[src/rtl/sha_pkg.sv]
// Shared constants and state encoding for the SHA-256 message front end.
package sha_pkg;

  localparam int BLOCK_BYTES = 64;
  localparam int BLOCK_SHIFT = 6;
  localparam int LEN_BYTES   = 8;
  localparam logic [7:0] PAD_BYTE = 8'h80;

  typedef enum logic [1:0] {
    IDLE,
    LAUNCH,
    SEND,
    GAP
  } state_t;

endpackage

[src/rtl/sha_byte_fifo.sv]
// Synchronous byte FIFO with show-ahead read data and an occupancy count.
module sha_byte_fifo #(
  parameter int DEPTH = 64,
  localparam int AW = $clog2(DEPTH)
) (
  input  logic          clk,
  input  logic          reset,
  input  logic          push,
  input  logic [7:0]    push_data,
  input  logic          pop,
  output logic [7:0]    pop_data,
  output logic [AW:0]   count,
  output logic          full,
  output logic          empty
);

  logic [7:0]  mem [DEPTH];
  logic [AW:0] wr_ptr;
  logic [AW:0] rd_ptr;
  logic        do_push;
  logic        do_pop;

  // Pointers carry one extra wrap bit so full and empty are distinguishable.
  assign count    = wr_ptr - rd_ptr;
  assign full     = (count == (AW+1)'(DEPTH));
  assign empty    = (count == '0);
  assign do_push  = push && !full;
  assign do_pop   = pop && !empty;
  assign pop_data = mem[rd_ptr[AW-1:0]];

  always_ff @(posedge clk) begin
    if (do_push) mem[wr_ptr[AW-1:0]] <= push_data;
  end

  always_ff @(posedge clk or negedge reset) begin
    if (!reset) begin
      wr_ptr <= '0;
      rd_ptr <= '0;
    end else begin
      if (do_push) wr_ptr <= wr_ptr + (AW+1)'(1);
      if (do_pop)  rd_ptr <= rd_ptr + (AW+1)'(1);
    end
  end

endmodule

[src/rtl/sha_msg_sequencer.sv]
// Pads a byte stream into SHA-256 blocks and feeds them to the core
// as unbroken 64-byte bursts with first/last block flags.
module sha_msg_sequencer
  import sha_pkg::*;
#(
  parameter int LEN_W      = 32,
  parameter int FIFO_DEPTH = 64
) (
  input  logic             clk,
  input  logic             reset,
  input  logic             cmd_valid,
  input  logic [LEN_W-1:0] cmd_len,
  output logic             cmd_ready,
  input  logic             in_valid,
  input  logic [7:0]       in_data,
  output logic             in_ready,
  output logic [7:0]       core_data,
  output logic             core_write_enable,
  output logic             core_first_block,
  output logic             core_last_block,
  input  logic             core_busy,
  input  logic             core_output_valid,
  output logic             msg_done,
  output logic             active
);

  localparam int CW  = LEN_W + 4;
  localparam int FAW = $clog2(FIFO_DEPTH);

  state_t           state;
  logic [LEN_W-1:0] len_q;
  logic [LEN_W-1:0] accepted;
  logic [CW-1:0]    pos;
  logic [CW-1:0]    total_q;
  logic [6:0]       byte_cnt;
  logic             ov_q;

  logic [CW-1:0]    len_ext;
  logic [CW-1:0]    total_calc;
  logic [CW-1:0]    remaining;
  logic [CW-1:0]    need;
  logic [CW-1:0]    tail_start;
  logic [63:0]      bit_len;
  logic [7:0]       stream_byte;
  logic             is_msg;
  logic             launch_ok;
  logic             last_blk;
  logic             emit_now;

  logic             push;
  logic             pop;
  logic [7:0]       fifo_data;
  logic [FAW:0]     fifo_count;
  logic             fifo_full;
  logic             fifo_empty;

  sha_byte_fifo #(.DEPTH(FIFO_DEPTH)) u_fifo (
    .clk       (clk),
    .reset     (reset),
    .push      (push),
    .push_data (in_data),
    .pop       (pop),
    .pop_data  (fifo_data),
    .count     (fifo_count),
    .full      (fifo_full),
    .empty     (fifo_empty)
  );

  // Total stream length is a whole number of blocks with room for 0x80 and the length field.
  assign total_calc = (((CW'(cmd_len) + CW'(LEN_BYTES)) >> BLOCK_SHIFT) + CW'(1)) << BLOCK_SHIFT;
  assign len_ext    = CW'(len_q);
  assign remaining  = (len_ext > pos) ? (len_ext - pos) : '0;
  assign need       = (remaining > CW'(BLOCK_BYTES)) ? CW'(BLOCK_BYTES) : remaining;
  assign launch_ok  = (CW'(fifo_count) >= need) && !core_busy;
  assign last_blk   = ((pos + CW'(BLOCK_BYTES)) == total_q);
  assign tail_start = total_q - CW'(LEN_BYTES);
  assign bit_len    = 64'({len_q, 3'b000});
  assign is_msg     = (pos < len_ext);

  assign emit_now  = ((state == LAUNCH) && launch_ok) ||
                     ((state == SEND) && (byte_cnt != 7'(BLOCK_BYTES)));
  assign pop       = emit_now && is_msg && !fifo_empty;
  assign push      = in_valid && in_ready;
  assign in_ready  = !fifo_full && (accepted < len_q);
  assign cmd_ready = reset && (state == IDLE);
  assign msg_done  = ov_q && !core_output_valid;

  always_comb begin
    stream_byte = 8'h00;
    if (is_msg)
      stream_byte = fifo_data;
    else if (pos == len_ext)
      stream_byte = PAD_BYTE;
    else if (pos >= tail_start)
      stream_byte = 8'(bit_len >> {3'd7 - pos[2:0], 3'b000});
  end

  // Outputs are registered: the cycle that decides to send a byte also loads it.
  always_ff @(posedge clk or negedge reset) begin
    if (!reset) begin
      state             <= IDLE;
      len_q             <= '0;
      accepted          <= '0;
      pos               <= '0;
      total_q           <= '0;
      byte_cnt          <= '0;
      ov_q              <= 1'b0;
      core_data         <= 8'h00;
      core_write_enable <= 1'b0;
      core_first_block  <= 1'b0;
      core_last_block   <= 1'b0;
      active            <= 1'b0;
    end else begin
      ov_q <= core_output_valid;
      if (push) accepted <= accepted + LEN_W'(1);
      case (state)
        IDLE: begin
          if (cmd_valid) begin
            len_q    <= cmd_len;
            total_q  <= total_calc;
            accepted <= '0;
            pos      <= '0;
            active   <= 1'b1;
            state    <= LAUNCH;
          end
        end
        LAUNCH: begin
          if (launch_ok) begin
            core_data         <= stream_byte;
            core_write_enable <= 1'b1;
            core_first_block  <= (pos == '0);
            core_last_block   <= last_blk;
            pos               <= pos + CW'(1);
            byte_cnt          <= 7'd1;
            state             <= SEND;
          end
        end
        SEND: begin
          core_first_block <= 1'b0;
          core_last_block  <= 1'b0;
          if (byte_cnt == 7'(BLOCK_BYTES)) begin
            core_data         <= 8'h00;
            core_write_enable <= 1'b0;
            if (pos == total_q) begin
              active <= 1'b0;
              state  <= IDLE;
            end else begin
              state  <= GAP;
            end
          end else begin
            core_data <= stream_byte;
            pos       <= pos + CW'(1);
            byte_cnt  <= byte_cnt + 7'd1;
          end
        end
        GAP: state <= LAUNCH;
        default: state <= IDLE;
      endcase
    end
  end

endmodule

[config.mk]
export PLATFORM = sky130hd
export DESIGN_NAME = sha_msg_sequencer
export DESIGN_NICKNAME = d
export VERILOG_FILES = /design/src/rtl/sha_pkg.sv /design/src/rtl/sha_byte_fifo.sv /design/src/rtl/sha_msg_sequencer.sv
export SDC_FILE = /design/constraint.sdc
export NUM_CORES = 1
export LEC_CHECK = 0
export ABC_AREA = 0
export BUFFER_PORTS_ARGS = -buffer_cell sky130_fd_sc_hd__buf_2
export CORE_ASPECT_RATIO = 1.2
export CORE_MARGIN = 2
export CORE_UTILIZATION = 52
export DETAILED_ROUTE_END_ITERATION = 12
export GPL_TIMING_DRIVEN = 1
export PLACE_DENSITY = 0.68
export SYNTH_ARGS = -nofsm -noshare
export SYNTH_HDL_FRONTEND = slang
export SYNTH_HIERARCHICAL = 1
export SYNTH_SLANG_ARGS = --single-unit
[constraint.sdc]
create_clock -name clk -period 7.2 [get_ports clk]
set_input_delay 0.36 -clock clk [delete_from_list [all_inputs] [get_ports clk]]
set_output_delay 0.36 -clock clk [all_outputs]
set_load 0.02 [all_outputs]
# == Yosys cells after proc, flatten, opt, wreduce, memory -nomap -nowiden ==
# Memory sizes are Yosys's and may differ from the RTL's.
# Cells that the tools add are included.
# word_totals
reg_bits,166
ramBits,512
in_bits,46
output_inout_bits,15
n_memories,1
# op_classes
add_sub_neg,12
order_cmp,6
n_eq_ne,14
n_shift,1
muxes,36
reduce_logical,29
# memory_table
name,depth,word_bits,rd,rd_clocked_by_memory_dff,wr,line,rtl
u_fifo.mem,64,8,1,0,1,sha_byte_fifo.sv:17,logic [7:0] mem [DEPTH];
# op_table
operator,count
$mux 36,5
$pmux 36 s3,1
$mux 32,3
$eq 36x36->1,2
$mux 8,5
$add 36x1->36 const B,1
$add 36x7->36 const B,1
$eq 36x32->1,1
$ge 36x36->1,1
$ge 7x36->1,1
$gt 32x36->1,1
$gt 36x7->1 const B,1
$logic_not 36->1,1
$lt 36x32->1,1
$sub 32x36->36,1
$sub 36x4->36 const B,1
$shr 35x6->8,1
$add 32x4->33 const B,1
$add 32x1->32 const B,1
$lt 32x32->1,1
$add 27x1->28 const B,1
$add 7x1->7 const B,3
$pmux 8 s2,1
$eq 7x7->1 const B,2
23 further kinds,60

# == Depth between registers and ports, before layout ==
# depth
word_depth,11
depth_mapped,25

# == Modules after synthesis ==
# Netlist, hierarchy kept.
# by_module_without_submodules
mod,n_inst,cells_per_inst,area_each_um2
sha_byte_fifo,1,1006,20741.1
sha_msg_sequencer,1,1642,13196.4

# == Least setup slack after synthesis ==
# Ideal clock, no wire load.
# synth_path
kind,reg-to-reg
from,register u_fifo.rd_ptr[1]
to,memory u_fifo.mem[61][0] (enable)
setup_time_ns,0.370
t_arrival_ns,4.855
t_required_ns,6.830
setup_slack_ns,1.975
path_stages_with_launch,22
path_cell_list,dfrtp_1 buf_2 buf_1 clkbuf_1 inv_1 fa_1 a211oi_1 o31ai_1 a21oi_1 xor2_2 buf_4 nor2_1 nor2_1 nand2_1 a221oi_1 o31a_1 nand2_1 inv_1 nand2_1 nor2_1 o211ai_2 nor2_1
# synth_via
elab_chain_cells,8
# synth_lines
element,line,rtl
from (decl),sha_byte_fifo.sv:19,logic [AW:0] rd_ptr;
from (signal assigned),sha_byte_fifo.sv:41,if (do_pop) rd_ptr <= rd_ptr + (AW+1)'(1);
$sub 7x7->7,sha_byte_fifo.sv:24,assign count = wr_ptr - rd_ptr;
$eq 7x7->1,sha_byte_fifo.sv:25,assign full = (count == (AW+1)'(DEPTH));
via fifo_full,sha_msg_sequencer.sv:54,logic fifo_full;
$logic_not 1->1,sha_msg_sequencer.sv:84,assign in_ready = !fifo_full && (accepted < len_q);
$logic_and 1x1->1,sha_msg_sequencer.sv:84,
$logic_and 1x1->1,sha_msg_sequencer.sv:83,assign push = in_valid && in_ready;
via push,sha_msg_sequencer.sv:50,logic push;
$logic_and 1x1->1,sha_byte_fifo.sv:27,assign do_push = push && !full;
$mux 1,sha_byte_fifo.sv:32,if (do_push) mem[wr_ptr[AW-1:0]] <= push_data;
$mux 1 (implied by the code),sha_byte_fifo.sv:32,
to (decl),sha_byte_fifo.sv:17,
# The timed path passes the listed nets, and every way through them passes these cells.

# == Worst setup path after layout ==
# layout_path
from,register pos[2]
to,register pos[11]
# layout_via
elab_chain_cells,8
word_cells_on_any_way,13
# layout_lines
element,line,rtl
from (decl),sha_msg_sequencer.sv:33,logic [CW-1:0] pos;
from (signal assigned),sha_msg_sequencer.sv:133,pos <= pos + CW'(1);
from (signal assigned),sha_msg_sequencer.sv:152,pos <= pos + CW'(1);
$sub 32x36->36 or $gt 32x36->1 (tied branches),sha_msg_sequencer.sv:72,assign remaining = (len_ext > pos) ? (len_ext - pos) : '0;
$mux 36,sha_msg_sequencer.sv:72,
$gt 36x7->1,sha_msg_sequencer.sv:73,assign need = (remaining > CW'(BLOCK_BYTES)) ? CW'(BLOCK_BYTES) : remaining;
$mux 36,sha_msg_sequencer.sv:73,
$ge 7x36->1,sha_msg_sequencer.sv:74,assign launch_ok = (CW'(fifo_count) >= need) && !core_busy;
$logic_and 1x1->1,sha_msg_sequencer.sv:74,
$ne 2x2->1 (no line),--,
$reduce_and 4->1 (no line),--,
# Parallel ways exist; a longest one is shown, timed or not. The select of a mux whose other input is x is not followed.
# A chain may end at the register's enable or synchronous reset.

==> summary.txt <==
Global route
  • Global route total overflow: 0
  • Initial antenna violation count: 0
  • Vias in the first global route: 23328
  • First-pass GRT wire length: roughly 150000 um
  • Largest net degree at the start of global routing: about 100
  • Gr usage total: 0.291

Logic synthesis
  • Mean Syn Cell Area: 12.8 um2
  • Warnings from Yosys: 6
  • Asr flop ratio synth: 0.243
  • Register area share after synthesis: 0.574
  • Synth top area cells: edfxtp_1 (45%), dfrtp_1 (12%), mux4_2 (9.0%)
  • Seq cells post-synth: between 600 and 700
  • Yosys top cell area share: 0.453
  • Post-synth EDFFs: 512
  • Post-synth cell types: 98
  • Leading area contributor after synthesis: edfxtp_1
  • Syn nets: 2817
  • Dominant synthesized flop cell: edfxtp_1
  • Cells after Synth: 2648
  • Mapped cell area: ~34000 um2

Job
  • Max Cap Violations: 0

Power
  • Leak pwr: 0.0137 uW
  • Pwr dens: 393 nW/um2
  • VDD IR max: 0.345 mV

Critical path
  • Crit Path Max Fanout: 16
  • WP data required: 7.71 ns
  • Worst EP arrival: ~6.9 ns
  • CP endpoint kind: flop
  • Type of origin of the critical path: flop
  • CP Class: flop to flop

Cells and area
  • Area Growth Syn to Fin: 11.7%
  • Final cell count without fillers: 3653
  • Share of layout cells above drive strength 1: 0.164
  • ANT cells: 0
  • Layout net count: 2937
  • Area of the multi-input gates: 13500 um2
  • Seq. cell area: 19500 um2
  • Layout Cell Area excl Fill: 37900 um2
  • Leading cell type in the layout, fill and taps excluded: edfxtp_1
  • Finished Core Util: 0.587
  • Commonest non-fill, non-tap cells in the layout: edfxtp_1 (512), nor2_1 (222), nand2_1 (219)
  • Final-layout fill cell count: 5092

Placement
  • Hpwl dp: 69200 um
  • I/O Buffers: 60
  • Post-DP Area: 35600 um2
  • Post-Place Cells: 3521
  • RD Place Congestion: 1.00

Outcome
  • Outcome: finished, final reports clean

Route
  • Antenna Nets Post-Route: 0
  • Routed len/inst: roughly 27 um
  • Vias: 23157
  • # DRC: 0
  • Via-to-Cell Ratio: approximately 6.3
  • DR pass1 iterations: 7
  • Routed wire length: 97200 um
  • Iteration-0 DRC Markers: ~2200

Floorplanning
  • Initial Utilization: 0.526
  • Die Width: around 240 um
  • DIE AREA: 67300 um2
  • Row count: slightly above 100
  • Core Box Area: roughly 65000 um2
  • Ports: slightly above 60
  • Die height: about 280 um

Clock network
  • CTS Buf Count: 70
  • CTS resizes: 0
  • Htree depth: 3
  • Clock latency on the worst-skew pair: ~0.64 ns
  • Clock tree from TritonCTS: built
  • Root buf cell: clkbuf_16
  • Maximum root-to-sink buffer count: 3
  • Reg clk slew, reported paths: ~0.070 ns
  • Clk sink count: 676

STA
  • Fin. max-slew vios: 0
  • Final Setup Violations: 0
  • F_max: 156 MHz
  • RSZ-0062 raised after global routing: false
  • Slew at the pin with the worst max-slew slack: 1.30 ns
  • Max-slew headroom: 0.133
  • Worst Skew: 0.0278 ns
  • Final hold vios: 0
  • Final Cycle Share: 0.892
  • Sum of negative setup slack: 0 ns
  • Minimum clock period: 6.42 ns

Min path
  • Worst Hold Class: primary input to flop
==> cell usage after synthesis (all sizes together), types with 11 or more instances <==
cell	number
edfxtp	512
nor2	224
nand2	220
dfrtp	164
o21ai	149
mux4	136
ha	121
inv	106
a21oi	99
xnor2	97
clkbuf	93
nand4	69
xor2	68
nand3	57
nor3	52
a22oi	46
nor4	35
a21o	34
buf	33
or3	33
and3	24
o211ai	24
nand2b	21
and2	20
a211oi	15
o21a	14
a22o	11
and4	11
o31ai	11
==> cell type report <==
class | instances | area share
clock inverters | 39 | 0.0109
repair buffers | 174 | 0.0314
multi-input cells | 1739 | 0.357
well taps | 832 | 0.0275
clock buffers | 86 | 0.0489
flip-flops and latches | 676 | 0.514
inverters | 107 | 0.0106
==> worst max-delay path: stages (launching register included) <==
cell and delay (ns):
dfrtp_1 0.46, clkinv_1 0.34, ha_1 0.52, o211ai_4 0.16, a211oi_1 0.57, o21ba_2 0.22
o31ai_1 0.07, a2111oi_1 0.57, nand4_1 0.23, nor4_4 0.52, nand4_1 0.18, ha_1 0.31
a21o_1 0.10, a21oi_1 0.08, o211ai_1 0.22, nand3_1 0.47, or2_2 0.63, nor4_1 0.38
xnor2_1 0.17, nor2_1 0.05
==> per-stage QoR <==
stage / hold slack (ns) / total power, uW / setup slack, ns
global route: 0.0211 / 15600 / 0.480
finish: 0.0305 / 14900 / 0.777
floorplan: 0.0644 / 9270 / 1.97
CTS: 0.00246 / 14900 / 0.857
global placement: 0.409 / 11200 / 1.01
detailed placement: 0.410 / 11300 / 0.920
==> registers in the layout (all words and copies together), names as in the netlist <==
| register | count |
|---|---|
| len_q | 32 |
| core_write_enable | 1 |
| accepted | 32 |
| state | 2 |
| u_fifo/wr_ptr | 7 |
| core_data | 8 |
| active | 1 |
| ov_q | 1 |
| total_q | 28 |
| byte_cnt | 7 |
| core_first_block | 1 |
| pos | 36 |
| u_fifo/rd_ptr | 7 |
| core_last_block | 1 |
| u_fifo/mem | 512 |
==> timing repair <==
| item | in CTS | in global routing |
|---|---|---|
| setup endpoints to repair | 0 | 0 |
| endpoints found under the hold margin | 66 | 0 |
| buffers inserted | 0 | 0 |
| hold buffers | 7 | 0 |
==> power by group <==
group          switching (uW)  internal (uW)  leakage (uW)
registers                 562           4560       0.00674
logic                    3850           2360       0.00591
clock network            1580           2000       0.00109
==> cell families after synthesis <==
group                    count (synthesis)  share of synthesized area
AO/OA/AOI/OAI                          490                     0.0972
XOR/XNOR                               165                     0.0428
adder cells (fa/ha/maj)                123                     0.0458
buffers and inverters                  233                     0.0278
flip-flops                             676                      0.574
multiplexers                           153                     0.0956
AND/OR/NAND/NOR                        808                      0.117
==> worst paths after layout <==
| check | endpoint | start | cells after the start | slack, ns |
|---|---|---|---|---|
| min in group asynchronous | byte_cnt[3]$_DFFE_PN0P_ | reset | 2 | 0.28 |
| worst min register to register | core_first_block$_DFFE_PN0P_ | core_first_block$_DFFE_PN0P_ | 2 | 0.48 |
| worst min-delay path | len_q[17]$_DFFE_PN0P_ | cmd_len[17] | 3 | 0.03 |
| max in group asynchronous | accepted[1]$_DFF_PN0_ | reset | 3 | 5.44 |
| worst max-delay path | pos[11]$_DFFE_PN0P_ | pos[2]$_DFFE_PN0P_ | 19 | 0.78 |
| worst max register to register | pos[11]$_DFFE_PN0P_ | pos[2]$_DFFE_PN0P_ | 19 | 0.78 |
==> metal layers <==
metal / GRT usage / vias to the layer above / wire length (um) / share of wire
li1: - / 10321 / - / -
met1: 0.367 / 11618 / 37000 / 0.38
met2: 0.489 / 972 / 48400 / 0.50
met3: 0.0410 / 246 / 6350 / 0.065
met4: 0.154 / 0 / 5460 / 0.056
met5: 0 / - / 0 / 0
(Power assumes the default switching activity.)
